<file path="config.mk">
export PLATFORM = sky130hd
export DESIGN_NAME = size_up_fifo
export DESIGN_NICKNAME = d
export VERILOG_FILES = /design/src/rtl/size_up_fifo_pkg.sv /design/src/rtl/size_up_packer.sv /design/src/rtl/size_up_fifo.sv
export SDC_FILE = /design/constraint.sdc
export NUM_CORES = 1
export LEC_CHECK = 0
export ABC_AREA = 0
export ABC_CLOCK_PERIOD_IN_PS = 4000
export BUFFER_PORTS_ARGS = -buffer_cell sky130_fd_sc_hd__buf_2
export CAP_MARGIN = 0
export CORE_UTILIZATION = 45
export DETAILED_ROUTE_END_ITERATION = 10
export SYNTH_ARGS = -nofsm -noshare
export SYNTH_HDL_FRONTEND = slang
export SYNTH_SLANG_ARGS = --single-unit
</file>
<file path="constraint.sdc">
create_clock -name clk -period 4 [get_ports clk]
set_input_delay 0.8 -clock clk [delete_from_list [all_inputs] [get_ports clk]]
set_output_delay 0.8 -clock clk [all_outputs]
set_load 0.01 [all_outputs]
</file>
<file path="src/rtl/size_up_fifo_pkg.sv">
// Shared helpers and defaults for the narrow-to-wide packing FIFO.
package size_up_fifo_pkg;

  localparam int unsigned DEF_ADDR_WIDTH       = 5;
  localparam int unsigned DEF_IN_WIDTH         = 8;
  localparam int unsigned DEF_RATIO            = 4;
  localparam int unsigned DEF_ALMOST_FULL_NUM  = 4;
  localparam int unsigned DEF_ALMOST_EMPTY_NUM = 4;

  // Ceiling log2, minimum 1 so a counter always has at least one bit.
  function automatic int unsigned log2(input int unsigned v);
    int unsigned r;
    r = 1;
    for (int unsigned i = 1; i < 32; i++) begin
      if ((32'd1 << i) < v) r = i + 1;
    end
    return r;
  endfunction

  function automatic int unsigned out_width(input int unsigned in_w,
                                            input int unsigned ratio);
    return in_w * ratio;
  endfunction

  function automatic bit ratio_legal(input int unsigned ratio);
    return (ratio == 2) || (ratio == 4) || (ratio == 8);
  endfunction

endpackage

</file>
<file path="src/rtl/size_up_packer.sv">
// Collects RATIO narrow words little-endian into one wide word and
// emits a push when the word completes or a flush closes it early.
module size_up_packer
  import size_up_fifo_pkg::*;
#(
  parameter int unsigned IN_WIDTH = DEF_IN_WIDTH,
  parameter int unsigned RATIO    = DEF_RATIO
) (
  input  logic                         clk,
  input  logic                         rst,
  input  logic [IN_WIDTH-1:0]          i_wr_data,
  input  logic                         i_wr_en,
  input  logic                         i_flush,
  input  logic                         i_full,
  output logic                         o_push,
  output logic [IN_WIDTH*RATIO-1:0]    o_push_data
);

  localparam int unsigned OUT_WIDTH = out_width(IN_WIDTH, RATIO);
  localparam int unsigned CNT_W     = log2(RATIO);
  localparam logic [CNT_W-1:0] LAST_LANE = CNT_W'(RATIO - 1);

  logic [CNT_W-1:0]     r_cnt;
  logic [OUT_WIDTH-1:0] r_pack;
  logic [OUT_WIDTH-1:0] w_next_pack;
  logic                 w_accept;
  logic                 w_last;
  logic                 w_flush;

  // Merge the accepted narrow word into its lane and decide whether to push.
  always_comb begin
    w_accept    = i_wr_en & ~i_full;
    w_last      = w_accept & (r_cnt == LAST_LANE);
    w_flush     = i_flush & ~i_full & ((r_cnt != '0) | w_accept);
    w_next_pack = r_pack;
    if (w_accept) w_next_pack[int'(r_cnt)*IN_WIDTH +: IN_WIDTH] = i_wr_data;
  end

  // A flush that coincides with a completing write yields just one push.
  assign o_push      = w_last | w_flush;
  assign o_push_data = w_next_pack;

  // Lane counter and pack register; both clear whenever a word leaves.
  always_ff @(posedge clk or posedge rst) begin
    if (rst) begin
      r_cnt  <= '0;
      r_pack <= '0;
    end else if (o_push) begin
      r_cnt  <= '0;
      r_pack <= '0;
    end else if (w_accept) begin
      r_cnt  <= r_cnt + 1'b1;
      r_pack <= w_next_pack;
    end
  end

endmodule

</file>
<file path="src/rtl/size_up_fifo.sv">
// Width-upsizing FIFO: narrow writes are packed into wide words and
// buffered in a 2**ADDR_WIDTH entry RAM read out one wide word at a time.
module size_up_fifo
  import size_up_fifo_pkg::*;
#(
  parameter int unsigned ADDR_WIDTH       = DEF_ADDR_WIDTH,
  parameter int unsigned IN_WIDTH         = DEF_IN_WIDTH,
  parameter int unsigned RATIO            = DEF_RATIO,
  parameter int unsigned ALMOST_FULL_NUM  = DEF_ALMOST_FULL_NUM,
  parameter int unsigned ALMOST_EMPTY_NUM = DEF_ALMOST_EMPTY_NUM
) (
  input  logic                         clk,
  input  logic                         rst,
  input  logic [IN_WIDTH-1:0]          wr_data,
  input  logic                         wr_en,
  input  logic                         wr_flush,
  output logic                         full,
  output logic                         almost_full,
  output logic [ADDR_WIDTH:0]          wr_water_level,
  input  logic                         rd_en,
  output logic [IN_WIDTH*RATIO-1:0]    rd_data,
  output logic                         empty,
  output logic                         almost_empty,
  output logic [ADDR_WIDTH:0]          rd_water_level
);

  localparam int unsigned OUT_WIDTH = out_width(IN_WIDTH, RATIO);
  localparam int unsigned PTR_W     = ADDR_WIDTH;
  localparam int unsigned LVL_W     = ADDR_WIDTH + 1;
  localparam int unsigned DEPTH     = 1 << ADDR_WIDTH;
  localparam logic [LVL_W-1:0] L_DEPTH = LVL_W'(DEPTH);
  localparam logic [LVL_W-1:0] L_AF    = LVL_W'(DEPTH - ALMOST_FULL_NUM);
  localparam logic [LVL_W-1:0] L_AE    = LVL_W'(ALMOST_EMPTY_NUM);

  if ((ADDR_WIDTH < 4) || (ADDR_WIDTH > 10)) begin : g_bad_addr_width
    $error("size_up_fifo: ADDR_WIDTH must be 4..10");
  end
  if ((IN_WIDTH < 1) || (IN_WIDTH > 64)) begin : g_bad_in_width
    $error("size_up_fifo: IN_WIDTH must be 1..64");
  end
  if (!ratio_legal(RATIO)) begin : g_bad_ratio
    $error("size_up_fifo: RATIO must be 2, 4 or 8");
  end

  logic [OUT_WIDTH-1:0] r_mem [DEPTH];
  logic [PTR_W-1:0]     r_wr_ptr;
  logic [PTR_W-1:0]     r_rd_ptr;
  logic [LVL_W-1:0]     r_level;
  logic [OUT_WIDTH-1:0] r_rd_data;
  logic                 r_full;
  logic                 r_almost_full;
  logic                 r_empty;
  logic                 r_almost_empty;

  logic                 w_push;
  logic [OUT_WIDTH-1:0] w_push_data;
  logic                 w_pop;
  logic [LVL_W-1:0]     w_level_next;

  size_up_packer #(
    .IN_WIDTH (IN_WIDTH),
    .RATIO    (RATIO)
  ) u_packer (
    .clk         (clk),
    .rst         (rst),
    .i_wr_data   (wr_data),
    .i_wr_en     (wr_en),
    .i_flush     (wr_flush),
    .i_full      (r_full),
    .o_push      (w_push),
    .o_push_data (w_push_data)
  );

  // Next occupancy; flags are derived from it so they never lag the level.
  always_comb begin
    w_pop        = rd_en & ~r_empty;
    w_level_next = r_level + LVL_W'(w_push) - LVL_W'(w_pop);
  end

  // Storage array, written without reset so it maps onto distributed RAM.
  always_ff @(posedge clk) begin
    if (w_push) r_mem[r_wr_ptr] <= w_push_data;
  end

  // Pointers, read register, occupancy and flags.
  always_ff @(posedge clk or posedge rst) begin
    if (rst) begin
      r_wr_ptr       <= '0;
      r_rd_ptr       <= '0;
      r_level        <= '0;
      r_rd_data      <= '0;
      r_full         <= 1'b0;
      r_almost_full  <= 1'b0;
      r_empty        <= 1'b1;
      r_almost_empty <= 1'b1;
    end else begin
      if (w_push) r_wr_ptr <= r_wr_ptr + 1'b1;
      if (w_pop) begin
        r_rd_ptr  <= r_rd_ptr + 1'b1;
        r_rd_data <= r_mem[r_rd_ptr];
      end
      r_level        <= w_level_next;
      r_full         <= (w_level_next == L_DEPTH);
      r_almost_full  <= (w_level_next >= L_AF);
      r_empty        <= (w_level_next == '0);
      r_almost_empty <= (w_level_next <= L_AE);
    end
  end

  assign full           = r_full;
  assign almost_full    = r_almost_full;
  assign empty          = r_empty;
  assign almost_empty   = r_almost_empty;
  assign rd_data        = r_rd_data;
  assign wr_water_level = r_level;
  assign rd_water_level = r_level;

endmodule
</file>
# Word-level counts from Yosys, hierarchy flattened
# Memory sizes are Yosys's and may differ from the RTL's. A register that Yosys moved wholly into a read port is not among the register bits.
# Index checks and enable logic that the tools add are counted.
# Widths: inputs -> output; s select.
# totals
register_bits	54
ram_bits	1024
in_bits	13
out_inout_bits	48
mem_count	1
# op_classes
add_sub_neg	6
magnitude_cmp	2
n_eq_ne	2
n_shift	2
n_mux	8
bitwise_logic	9
n_reduce_logical	3
# mem_list
name	depth	word_bits	rd	rd_clocked_by_memory_dff	write_ports	line_no	source
r_mem	32	32	1	1	1	size_up_fifo.sv:45	logic [OUT_WIDTH-1:0] r_mem [DEPTH];
# ops
cell	count
$mux 32	3
$neg 5->34	1
$shift 8x34->32 const A	1
$shiftx 8x34->32	1
$bwmux 32	1
$add 5x1->5 const B	2
$add 6x1->6	1
$eq 6x6->1 const B	1
$ge 6x5->1 const B	1
$le 6x3->1 const B	1
$logic_not 6->1	1
$sub 6x1->6	1
$and 1x1->1	5
$mux 2	2
$reduce_bool 2->1	2
$add 2x1->2 const B	1
$eq 2x2->1 const B	1
$mux 1	2
$not 1->1	2
$or 1x1->1	2

# Depth between registers and ports, before layout
# logic_depth
ltp_word	8
ltp_mapped	17
ltp_nobuf	16

# By module
# From an unflattened synthesis, not the netlist that was laid out.
# hier_totals
hier_cells	2134
hier_area_um2	42965.0
# modules_own_cells
mod	n_inst	cells_each	area_each_um2
size_up_fifo	1	1986	41167.0
size_up_packer	1	148	1798.0

# Worst setup path before layout
# No wires, ideal clock.
# synth_timing
path_type	register to register
start	register u_packer.r_cnt[0]
end	register r_almost_empty (netlist: almost_empty)
t_arrival_ns	3.413
slack_ns	0.465
path_stages_with_launch	18
n_path_buf	1
cell_sequence	dfrtp_1 > inv_2 > ha_1 > inv_1 > o21ai_1 > a21oi_1 > clkbuf_1 > inv_1 > ha_1 > inv_1 > ha_1 > inv_1 > fa_1 > inv_1 > a21o_1 > a21oi_1 > xnor2_1 > a2111oi_0
# synth_between
elab_chain_cells	7
# synth_lines
element	line_no	source
from (decl)	size_up_packer.sv:23	logic [CNT_W-1:0] r_cnt;
from (signal assigned)	size_up_packer.sv:52	r_cnt <= r_cnt + 1'b1;
$reduce_bool 2->1	size_up_packer.sv:34	w_flush = i_flush & ~i_full & ((r_cnt != '0) | w_accept);
$or 1x1->1	size_up_packer.sv:34	
$and 1x1->1	size_up_packer.sv:34	
$or 1x1->1 (*)	size_up_packer.sv:40	assign o_push = w_last | w_flush;
$add 6x1->6 (*)	size_up_fifo.sv:77	w_level_next = r_level + LVL_W'(w_push) - LVL_W'(w_pop);
$sub 6x1->6 (*)	size_up_fifo.sv:77	
via w_level_next[4]	size_up_fifo.sv:58	logic [LVL_W-1:0] w_level_next;
$le 6x3->1 (*)	size_up_fifo.sv:106	r_almost_empty <= (w_level_next <= L_AE);
to (signal assigned)	size_up_fifo.sv:106	
to (decl)	size_up_fifo.sv:53	logic r_almost_empty;
# Mark *: on every way through the listed nets, which the timed path passes. The rest lies on a longest branch.
# A chain may end at the register's enable or synchronous reset.

# Final worst setup path
# Same ends and word-level chain as after synthesis.

==> summary.txt <==
Place
  • Placed cells: 3450
  • Dpl hpwl: 63.8 mm
  • Placed instance area: 45700 um2
  • GP Congestion: 0.801
  • I/O Buffers: 60

Finish
  • Final Util: 0.528
  • P&R area growth vs syn: 15.5%
  • Final std cells w/o fill: 3664
  • Final net count: 2338
  • Post-route cell area: 49500 um2
  • Layout cell share with drive strength beyond 1: 0.259

Power and ir drop
  • Clock Power Share: 0.306
  • Static leakage: 16.6 nW
  • Cell Pwr Density: 700 nW/um2
  • Seq pwr share: 0.423
  • VDD IR max: 602 uV
  • Switching share of power: 0.313
  • Gate power share: 0.272
  • Pint: 0.0238 W
  • Switching power total: 0.0109 W

Yosys
  • Seq cells post-synth: 1110
  • YS warnings: 0
  • Post-synthesis async set-or-reset flop share: 0.0775
  • Cell area after synthesis: 42800 um2
  • Main synth FF type: edfxtp_1
  • Post-synth EDFFs: 1024
  • Syn Nets: 2158
  • Synth Area per Inst: 20.1 um2
  • Seq/Total Area, Yosys: 0.768
  • Post-Synthesis Cells: 2129
  • Count of cell types in the netlist: 48

Setup path
  • Top cell by count, worst path: inv_1
  • CP Cell Sequence: inv_2 > ha_1 > inv_1 > o21ai_1 > a21oi_2 > inv_1 > ha_1 > inv_1 > ha_1 > inv_1 > fa_1 > inv_1 > a21o_1 > a21oi_1 > xnor2_1 > a2111oi_0
  • CP Class: flip-flop to flip-flop
  • Critical path depth in cells: 16
  • CP peak stage delay: 0.47 ns
  • Crit path launch type: flip-flop
  • Critical path required time: 4.56 ns
  • Buffers & Inverters on Critical Path: 6
  • Critical Path Fanout Max: 5
  • Critical path's top delay family: adder cells
  • Crit path DAT: 4.04 ns
  • Max stage delay cell, worst path: dfrtp_1
  • CP Capture Type: flip-flop
  • FF-to-FF path depth: 16

Drt
  • DR iter-0 viols: 2295
  • Drc violations: 0
  • Antenna viol nets, final: 0
  • DR WL/cell: 30.6 um
  • Routed WL: 112 mm
  • Via/cell ratio: 5.96
  • DR vias: 21827
  • Drt pass-1 iters: 5

STA
  • Worst slew pin tran: 1.34 ns
  • Setup-failing EPs final: 0
  • RSZ-0062 raised after global routing: no
  • Final TNS setup: 0 ns
  • Final-report hold violation count: 0
  • Peak Freq: 0.287 GHz
  • Min Tclk post-route: 3.48 ns
  • Worst hold slack: 0.253 ns
  • Skew final: 0.0320 ns
  • Slew HR: 0.110
  • Final worst path period share: 0.870
  • Max Slew Vio Count: 0

Floorplanning
  • Rows: 112
  • CORE AREA: 93700 um2
  • Starting density of the core: 0.457
  • Die Footprint: 96400 um2
  • # IOs: 61
  • Die width: 311 um
  • Die span in y: 311 um

Global routing
  • Grt ovf: 0
  • Largest net degree at the start of global routing: 55
  • Initial antenna violation count: 7
  • First-pass GRT wire length: 161 mm
  • Vias in the first global route: 22469
  • All-Layer GR Usage: 0.233

Clocking
  • Setup repair bufs after CTS: 0
  • H-tree depth: 3
  • TritonCTS Buffers: 111
  • CTS Sinks: 1110
  • Clk slew on worst S/H paths: 0.06 ns
  • CTS Hold Buffers Added: 0
  • Worst skew pair latency: 0.70 ns
  • CTS Buffer Depth: 3
  • TritonCTS clock tree: yes
  • Post-CTS sizing: 0
  • CTS root buf: clkbuf_16

Hold path
  • HP Class: primary input to asynchronous set/reset pin

Job
  • Max-Cap Viols: 0

Status
  • Status: finished, final reports clean
==> kinds of logic (layout without fill, tap and decap cells) <==
logic type / after synthesis / count (layout) / share of synthesized area
fa+ha+maj: 16 / 16 / 0.00485
buf+inv: 138 / 416 / 0.0157
mux: 386 / 386 / 0.137
xor+xnor: 12 / 12 / 0.00245
other cells: 0 / 3 / 0
simple gates: 236 / 236 / 0.0273
flops: 1110 / 1110 / 0.768
compound gates: 231 / 231 / 0.0445
==> worst paths after layout <==
check,to,slack (ns),startpoint
max in group asynchronous,rd_data[29],2.95,rst
max reg2reg,almost_empty,0.52,u_packer.r_cnt[0]
min in group clk,u_packer.r_pack[18],0.51,wr_data[2]
min reg2reg,u_packer.r_pack[17],0.51,u_packer.r_pack[17]
max,almost_empty,0.52,u_packer.r_cnt[0]
min,rd_data[31],0.25,rst
==> synth_stat cells, types with 7 or more instances <==
| cell type | instances | area [um2] |
|---|---|---|
| clkbuf_1 | 61 | 229 |
| o21ai_0 | 7 | 35.0 |
| o22ai_1 | 96 | 601 |
| nor3_1 | 34 | 170 |
| edfxtp_1 | 1024 | 30700 |
| buf_6 | 7 | 78.8 |
| a2111oi_2 | 29 | 435 |
| mux2i_1 | 224 | 2240 |
| nor2b_1 | 12 | 75.1 |
| nor4_1 | 33 | 206 |
| nor2_1 | 99 | 372 |
| mux4_2 | 160 | 3600 |
| inv_1 | 16 | 60.1 |
| buf_2 | 29 | 145 |
| a22o_1 | 81 | 709 |
| nand2_1 | 28 | 105 |
| dfrtp_1 | 84 | 2100 |
| ha_1 | 15 | 188 |
| buf_4 | 18 | 135 |
| xnor2_1 | 10 | 87.6 |
==> routing by layer <==
metal  global-route usage  vias up  share of wire
li1                     -     9141              -
met1                0.328    11596           0.42
met2                0.363      889           0.47
met3               0.0530      191          0.076
met4               0.0713       10          0.030
met5                    0        -        0.00059
==> power by group through the flow <==
stage | combinational [W] | sequential, W | clock (W)
detailed placement | 0.00949 | 0.0149 | 0
global route | 0.00999 | 0.0147 | 0.0112
global placement | 0.00936 | 0.0148 | 0
finish | 0.00941 | 0.0146 | 0.0106
floorplan | 0.00642 | 0.0144 | 0
CTS | 0.00950 | 0.0146 | 0.0107
==> through the flow <==
step / power, W / setup WS (ns)
CTS: 0.0349 / 0.555
finish: 0.0346 / 0.519
global route: 0.0359 / 0.257
global placement: 0.0242 / 0.596
floorplan: 0.0208 / 0.465
detailed placement: 0.0244 / 0.532
==> area by class of cell <==
class	count	area, um2
tap	1254	1570
antenna	3	7.51
clock buffer	140	3010
inverter	17	66.3
multi-input combinational	881	9580
clock inverter	71	747
sequential	1110	32900
fill	7272	44300
timing repair buffer	188	1560
==> placed cells by master (no fill, tap or decap), drive strengths merged, types with 13 or more instances in the layout <==
cell type	count
clkinv	48
nor4	34
ha	15
mux2i	224
dfrtp	84
mux4	160
bufinv	13
nor3	34
a2111oi	33
inv	20
nand2	30
buf	188
clkbuf	140
nor2	99
edfxtp	1024
o22ai	96
a22o	81
==> sequential cells by signal, indices dropped and copies added (netlist names) <==
signal and flops:
rd_data 32, u_packer.r_pack 32, full 1, r_wr_ptr 5
rd_water_level 6, empty 1, almost_empty 1, u_packer.r_cnt 2
r_rd_ptr 5, almost_full 1, r_mem 1024
Power figures use the tool's default switching activity.
